==> src/rtl/siteswap_player.sv <==
// Siteswap pattern player: steps a latched juggling pattern one throw per beat and
// tracks ball identities through a circular landing schedule indexed by beat count.
module siteswap_player #(
    parameter int MAX_LEN = 7,
    parameter int SLOTS   = 8
) (
    input  logic                 clk_in,
    input  logic                 rst_in,
    input  logic                 new_beat,
    input  logic [MAX_LEN*3-1:0] pattern_in,
    input  logic [2:0]           pattern_length,
    input  logic [2:0]           num_balls_in,
    input  logic                 pattern_valid_in,
    input  logic                 start_in,
    input  logic                 stop_in,
    output logic                 running_out,
    output logic                 throw_valid_out,
    output logic [2:0]           throw_height_out,
    output logic [2:0]           throw_ball_out,
    output logic                 hand_out,
    output logic [2:0]           beat_index_out,
    output logic                 error_out
);

    localparam int TW = $clog2(SLOTS);

    localparam logic [0:0] S_IDLE = 1'b0;
    localparam logic [0:0] S_RUN  = 1'b1;

    logic [0:0]       state_q, state_d;
    logic [2:0]       pat_q [MAX_LEN];
    logic [2:0]       pat_d [MAX_LEN];
    logic [2:0]       len_q, len_d;
    logic [2:0]       balls_q, balls_d;
    logic [2:0]       idx_q, idx_d;
    logic [2:0]       launched_q, launched_d;
    logic [TW-1:0]    t_q, t_d;
    logic             hand_q, hand_d;
    logic [SLOTS-1:0] occ_q, occ_d;
    logic [2:0]       slot_id_q [SLOTS];
    logic [2:0]       slot_id_d [SLOTS];

    logic             valid_q, valid_d;
    logic [2:0]       height_q, height_d;
    logic [2:0]       ball_q, ball_d;
    logic             hand_out_q, hand_out_d;
    logic [2:0]       index_q, index_d;
    logic             err_q, err_d;

    logic [2:0]       h;
    logic             landing;
    logic [2:0]       land_id;
    logic [TW:0]      sum;
    logic [TW-1:0]    dest;
    logic             start_ok;

    always_comb begin
        state_d    = state_q;
        pat_d      = pat_q;
        len_d      = len_q;
        balls_d    = balls_q;
        idx_d      = idx_q;
        launched_d = launched_q;
        t_d        = t_q;
        hand_d     = hand_q;
        occ_d      = occ_q;
        slot_id_d  = slot_id_q;
        valid_d    = 1'b0;
        height_d   = height_q;
        ball_d     = ball_q;
        hand_out_d = hand_out_q;
        index_d    = index_q;
        err_d      = err_q;

        h        = pat_q[idx_q];
        landing  = occ_q[t_q];
        land_id  = slot_id_q[t_q];
        start_ok = start_in && pattern_valid_in && (pattern_length != 3'd0);

        // Heights are always below SLOTS, so a single wrap keeps the slot in range.
        sum = (TW+1)'(t_q) + (TW+1)'(h);
        if (sum >= (TW+1)'(SLOTS)) begin
            sum = sum - (TW+1)'(SLOTS);
        end
        dest = sum[TW-1:0];

        if (stop_in) begin
            state_d = S_IDLE;
            occ_d   = '0;
        end else if (start_ok) begin
            state_d = S_RUN;
            for (int i = 0; i < MAX_LEN; i++) begin
                pat_d[i] = pattern_in[3*i +: 3];
            end
            len_d      = pattern_length;
            balls_d    = num_balls_in;
            occ_d      = '0;
            idx_d      = '0;
            t_d        = '0;
            launched_d = '0;
            err_d      = 1'b0;
            hand_d     = 1'b1;
        end else if (new_beat && (state_q == S_RUN)) begin
            height_d   = h;
            hand_out_d = hand_q;
            index_d    = idx_q;
            ball_d     = 3'd0;

            idx_d  = (idx_q == len_q - 3'd1) ? 3'd0 : idx_q + 3'd1;
            t_d    = (t_q == TW'(SLOTS - 1)) ? '0 : t_q + TW'(1);
            hand_d = ~hand_q;

            if (landing) begin
                occ_d[t_q] = 1'b0;
                if (h != 3'd0) begin
                    valid_d         = 1'b1;
                    ball_d          = land_id;
                    occ_d[dest]     = 1'b1;
                    slot_id_d[dest] = land_id;
                end else begin
                    err_d   = 1'b1;
                    state_d = S_IDLE;
                    occ_d   = '0;
                end
            end else if (h != 3'd0) begin
                if (launched_q < balls_q) begin
                    valid_d         = 1'b1;
                    ball_d          = launched_q;
                    launched_d      = launched_q + 3'd1;
                    occ_d[dest]     = 1'b1;
                    slot_id_d[dest] = launched_q;
                end else begin
                    // Every ball is already in the air yet nothing lands: pattern is inconsistent.
                    err_d   = 1'b1;
                    state_d = S_IDLE;
                    occ_d   = '0;
                end
            end
        end
    end

    always_ff @(posedge clk_in or negedge rst_in) begin
        if (!rst_in) begin
            state_q    <= S_IDLE;
            for (int i = 0; i < MAX_LEN; i++) begin
                pat_q[i] <= 3'd0;
            end
            len_q      <= '0;
            balls_q    <= '0;
            idx_q      <= '0;
            launched_q <= '0;
            t_q        <= '0;
            hand_q     <= 1'b0;
            occ_q      <= '0;
            for (int i = 0; i < SLOTS; i++) begin
                slot_id_q[i] <= 3'd0;
            end
            valid_q    <= 1'b0;
            height_q   <= '0;
            ball_q     <= '0;
            hand_out_q <= 1'b0;
            index_q    <= '0;
            err_q      <= 1'b0;
        end else begin
            state_q    <= state_d;
            pat_q      <= pat_d;
            len_q      <= len_d;
            balls_q    <= balls_d;
            idx_q      <= idx_d;
            launched_q <= launched_d;
            t_q        <= t_d;
            hand_q     <= hand_d;
            occ_q      <= occ_d;
            slot_id_q  <= slot_id_d;
            valid_q    <= valid_d;
            height_q   <= height_d;
            ball_q     <= ball_d;
            hand_out_q <= hand_out_d;
            index_q    <= index_d;
            err_q      <= err_d;
        end
    end

    assign running_out      = (state_q == S_RUN);
    assign throw_valid_out  = valid_q;
    assign throw_height_out = height_q;
    assign throw_ball_out   = ball_q;
    assign hand_out         = hand_out_q;
    assign beat_index_out   = index_q;
    assign error_out        = err_q;

endmodule

==> config.mk <==
export PLATFORM = sky130hd
export DESIGN_NAME = siteswap_player
export DESIGN_NICKNAME = d
export VERILOG_FILES = /design/src/rtl/siteswap_player.sv
export SDC_FILE = /design/constraint.sdc
export NUM_CORES = 1
export LEC_CHECK = 0
export BUFFER_PORTS_ARGS = -buffer_cell sky130_fd_sc_hd__buf_2
export CAP_MARGIN = 10
export CORE_MARGIN = 2
export CORE_UTILIZATION = 55
export CTS_CLUSTER_SIZE = 8
export DETAILED_ROUTE_END_ITERATION = 8
export PLACE_DENSITY = 0.75
export SYNTH_ARGS = -nofsm -noshare
export SYNTH_HDL_FRONTEND = slang
export SYNTH_SLANG_ARGS = --single-unit
export TNS_END_PERCENT = 10
==> constraint.sdc <==
create_clock -name clk_in -period 4.2 [get_ports clk_in]
set_input_delay 0.42 -clock clk_in [delete_from_list [all_inputs] [get_ports clk_in]]
set_output_delay 0.42 -clock clk_in [all_outputs]
set_load 0.01 [all_outputs]
* Word-level counts from Yosys, hierarchy flattened
Cells that the tools add are included.
Cells by class: $add $sub $neg 6, $lt $le $gt $ge 10, eq/ne operators 7, multiplexer cells 65, bitwise gates (word level) 10, reduce and logical (&&, ||, !) cells 23
Operators with widths (count):
- 24-bit two-way mux | 4
- 3-bit two-way mux | 21
- 8-bit two-way mux | 7
- 24-bit bitwise mux | 2
- 1-bit two-way mux | 25
- 3-bit binary-select mux with 3-bit select | 2
- 4-bit >= comparator, second input constant | 4
- 8-bit OR | 2
- 5-bit AND reduction | 3
- 3-bit inverter with 4-bit output | 3
- 3-bit nonzero test | 4
- 3-bit by 1-bit adder with 3-bit output, second input constant | 3
- 3-bit demux with 3-bit select | 1
- 8-bit AND | 1
- 3-bit by 4-bit < comparator with 1-bit output, second input constant | 2
- 4-bit != test, second input constant | 2
- 8-bit inverter | 1
- 2-bit nonzero test | 4
- 1-bit demux with 3-bit select | 2
- 3-bit by 1-bit >= comparator with 1-bit output, second input constant | 2
- 1-bit logical AND | 6
- 3-bit != test, second input constant | 2
- 2-bit AND reduction | 3
- 3-bit by 1-bit subtractor with 3-bit output, second input constant | 2
- other kinds (11) | 13
Storage, ports and cells: flip-flop bits (word level) 82, bits of input ports 33, output and inout bits 13, logic and storage cells 150

* Logic depth before layout (Yosys ltp)
depth in word-level cells 18, mapped depth 14

* Worst setup path after synthesis
Ideal clock, no wire load.
kind register to register, start point register idx_q[0], end point register slot_id_q[0] (netlist name), arrival time 2.784 ns, required time 4.073 ns, slack 1.289 ns, stages on the path, launching flop included 15, clock period less this slack 2.911 ns, cells stage by stage dfrtp_1 buf_4 buf_6 mux2i_1 o211ai_1 nand2_1 inv_1 ha_1 inv_1 fa_1 xor2_1 xor2_1 and2_1 nand2_2 mux2_1
On the way: word-level cells in the longest chain between the ends 16, elaborated cells between the ends (all ways) 22, classes of those cells 2 x add/sub; 3 x order compare; 12 x mux; 2 x bitwise; 3 x reduce/logical
Ends and longest elaborated chain:
- start: declaration | RTL line 35 | logic [2:0] idx_q, idx_d;
- start signal: assignment | RTL line 169 | idx_q <= idx_d;
- 3-bit inverter with 4-bit output (not written as such) * | RTL line 75 | h = pat_q[idx_q];
- 3-bit binary-select mux with 3-bit select * | RTL line 75
- 3-bit two-way mux (not written as such) * (2 in a row) | RTL line 75
- via h[0] | RTL line 50 | logic [2:0] h;
- 3-bit by 3-bit adder with 4-bit output | RTL line 81 | sum = (TW+1)'(t_q) + (TW+1)'(h);
- 4-bit >= comparator or 3-bit by 1-bit subtractor with 3-bit output (tied branches) | RTL line 82, 83
- 3-bit two-way mux | RTL line 82 | if (sum >= (TW+1)'(SLOTS)) begin
- 3-bit inverter with 4-bit output (not written as such) | RTL line 119, 131
- 4-bit >= comparator (not written as such) or 4-bit by 1-bit < comparator with 1-bit output (tied branches) | RTL line 119, 131
- 1-bit logical AND (not written as such) | RTL line 119, 131
- 3-bit two-way mux (not written as such) | RTL line 119, 131
- 3-bit demux with 3-bit select | RTL line 119, 131
- 24-bit bitwise mux | RTL line 131 | slot_id_d[dest] = launched_q;
- 24-bit two-way mux | RTL line 126 | if (launched_q < balls_q) begin
- 24-bit two-way mux | RTL line 125 | end else if (h != 3'd0) begin
- 24-bit two-way mux | RTL line 113 | if (landing) begin
- end signal: assignment | RTL line 174 | slot_id_q <= slot_id_d;
- end: declaration | RTL line 40 | logic [2:0] slot_id_q [SLOTS];
The timed path passes the listed nets; every way through them passes the cells marked *. The select of a mux whose other input is x is not followed. A chain may end at the register's enable or synchronous reset.

* Worst setup path in the final report
start point register idx_q[0], end point register slot_id_q[2] (netlist name)
The elaborated chain is that of the path after synthesis.

==> flow_summary_export.csv <==
group,metric,value,unit
synthesis,yosys.area.top_type,"dfrtp_1",
critical_path,endpoint_kind,"flip-flop",
synthesis,synthFlopType,"dfrtp_1",
clock_network,clk_pin_slew,0.10,ns
floorplan,row_count,32,
synthesis,seq_area_frac_synth,48.0,%
sta,tightest_slew,0.997,ns
synthesis,synthArstFlopShare,100,%
final_layout,syn2layout_area_growth,10.9,%
critical_path,cp.arrival,3.57,ns
final_layout,fin_nets,459,
synthesis,synth_area_leaders,"dfrtp_1 48%, mux2_2 6.3%, mux2_1 5.8%, mux2i_1 3.7%, nand2_1 3.7%",
synthesis,netlist_area,0.00428,mm²
routing,dr_total_vias,3100,
clock_network,tritoncts,"done",
power,power_density,534,mW/mm²
routing,avgRoutedWirePerCell,17.4,µm
power,internal-power,1570,µW
clock_network,cts.sinks,82,
critical_path,path_class,"reg2reg",
clock_network,cts_max_path_buffers,2,
global_route,grt_max_degree,83,
synthesis,syn_avg_cell_area,11.3,µm²
floorplan,die_area,0.00849,mm²
sta,final-setup-viol-count,0,
sta,hold_violations,0,
power,clkPwrFrac,21.8,%
sta,setup_tns,0,ns
clock_network,cts-hold-fix-buffers,0,
final_layout,layout-drive-gt1-share,26.8,%
sta,fmax,300,MHz
sta,slew_viol_final,0,
status,status,"finished clean",
global_route,grt_pass1_vias,3087,
sta,rsz0062_at_grt,"no",
clock_network,cts_inserted_buffers,9,
clock_network,clk-insertion-delay-late,0.36,ns
global_route,track_usage,23.2,%
routing,drt-vias-per-instance,5.92,
global_route,antenna_found_initial,0,
routing,first_pass_iters,5,
global_route,grt_pass1_wl,15400,µm
job,drv_cap,0,
placement,pre_cts_slack,0.891,ns
critical_path,r2r_start,"idx_q[0]",
synthesis,yosysWarnings,0,
critical_path,required,4.43,ns
floorplan,start_util,55.9,%
routing,drt-initial-drc-count,242,
critical_path,critPathMaxStageDelay,0.78,ns
synthesis,ys_ff_latch,82,
critical_path,cp_slowest_cell,"dfrtp_1",
clock_network,cts_setup_buffers,0,
placement,place.gp.congestion,0.893,
floorplan,ios,46,
floorplan,die_width,92.2,µm
clock_network,cts_max_level,3,
global_route,globalRouteOverflowTotal,0,
sta,period_needed,3.34,ns
power,switching_share,37.9,%
synthesis,synthesis.instances,378,
sta,timing.hold.ws,0.224,ns
power,p_sw,961,µW
critical_path,startpoint,"idx_q[0]",
clock_network,ctsResizeCount,0,
floorplan,design.core.area,0.00765,mm²
synthesis,synth_fp_nets,420,
sta,layout_setup_ws,0.863,ns
synthesis,yosysUniqueCellTypes,61,
placement,port_buffers,45,
placement,hpwl,6250,µm
final_layout,num_antenna_cells,0,
synthesis,synth_edf_count,0,
routing,drc,0,
sta,period_share,79.5,%
power,leakagePower,0.00225,µW
power,irDropWorstVdd,249,µV
routing,wl,9120,µm
synthesis,synth_top_area_share,48.0,%
critical_path,path_cells,"mux2i_1 > a22oi_1 > nand2_1 > inv_1 > ha_1 > inv_1 > fa_1 > xor2_1 > xor2_1 > and2_1 > nand2_2 > mux2_1",
routing,ant_nets,0,
critical_path,start_kind,"flip-flop",
power,p_comb_share,33.6,%
sta,relSlewSlack,33.5,%
critical_path,critPathMaxFanout,17,
floorplan,die_h,92.2,µm
sta,skew,0.0177,ns
clock_network,cts_root_buf,"clkbuf_8",
min_path,hp-class,"in2async",
power,p_seq_share,44.7,%
==> registers in the layout, indices dropped and copies added (netlist names) <==
name and cells:
hand_out 1, balls_q 3, error_out 1, occ_q 8, beat_index_out 3, throw_valid_out 1
hand_q 1, running_out 1, launched_q 3, idx_q 3, slot_id_q 24, len_q 3
pat_q 21, t_q 3, throw_ball_out 3, throw_height_out 3
==> layout make-up <==
class | count | area [µm²]
Fill cell | 617 | 2910
Multi-Input combinational cell | 266 | 2070
Sequential cell | 82 | 2050
Timing Repair Buffer | 47 | 263
Clock buffer | 10 | 138
Tap cell | 102 | 128
Clock inverter | 6 | 50.0
Inverter | 11 | 41.3
==> through the flow <==
stage / cell area, µm² / cells / total power, µW / util [%]
floorplan: 4280 / 378 / 1760 / -
global placement: 4530 / 507 / 1970 / 59.2
detailed placement: 4530 / 507 / 1990 / 59.2
CTS: 4710 / 523 / 2540 / 61.6
global route: 4740 / 524 / 2700 / 62.0
finish: 4740 / 524 / 2530 / 62.0
==> worst max-delay path: cells and delay by family, from the launching register on <==
family	cells	cell delay, ns
DFF	1	0.78
xor gates and xnor gates	2	0.66
AOI/OAI and AO/OA	1	0.20
and+or+nand+nor	3	0.44
buffers and inverters	2	0.13
adders and majority gates	2	0.50
muxes	2	0.49
==> path summary, 6_finish.rpt <==
| kind | to | slack [ns] | cells past startpoint |
|---|---|---|---|
| setup reg to reg | slot_id_q[2] | 0.86 | 12 |
| min in group clk_in | balls_q[1] | 0.28 | 3 |
| setup / recovery | slot_id_q[2] | 0.86 | 12 |
| max in group asynchronous | occ_q[4] | 3.35 | 1 |
| hold / removal | pat_q[20] | 0.22 | 1 |
| hold reg to reg | beat_index_out[0] | 0.48 | 2 |
==> layer usage <==
layer	GRT usage (%)	vias to the layer above	part of all wire, %
met5	0	-	0
met4	8.46	0	1.9
met1	32.6	1561	47
li1	-	1451	-
met2	35.4	74	46
met3	5.51	14	4.4
==> power groups by stage <==
stage	Combinational [µW]	Clock [µW]	Sequential (µW)
detailed placement	846	0	1140
finish	850	551	1130
global route	942	601	1160
global placement	827	0	1140
floorplan	692	0	1070
CTS	849	562	1130
==> cell usage in the layout, fill, tap and decap left out, drive strengths merged, types with 3 or more instances in the layout <==
cell type	count
o311ai	3
nand3b	4
o31ai	6
nand2	45
and3	3
nor2	18
a31oi	5
o21ai	20
o211ai	4
nand3	16
xor2	5
a21oi	12
and2	3
mux2i	16
a22o	8
a21o	4
buf	47
ha	8
nor2b	4
clkbuf	10
inv	13
clkinv	3
mux2	49
nor3	4
a22oi	5
dfrtp	82
==> cells in the mapped netlist (8+ instances only) <==
| cell type | instances |
|---|---|
| dfrtp_1 | 82 |
| nand2_1 | 42 |
| mux2_2 | 24 |
| mux2_1 | 22 |
| nor2_1 | 17 |
| mux2i_1 | 16 |
| o21ai_0 | 16 |
| nand3_1 | 14 |
| a21oi_1 | 10 |
| inv_1 | 10 |
| a22o_1 | 8 |
| clkbuf_1 | 8 |
| ha_1 | 8 |
==> logic make-up after synthesis <==
logic type	synth area share [%]
and+or+nand+nor	12.5
AOI/OAI and AO/OA	13.4
xor gates and xnor gates	1.61
DFF	48.0
muxes	18.0
buffers and inverters	3.66
adders and majority gates	2.81
No activity file was read; power rests on OpenSTA's default activity.
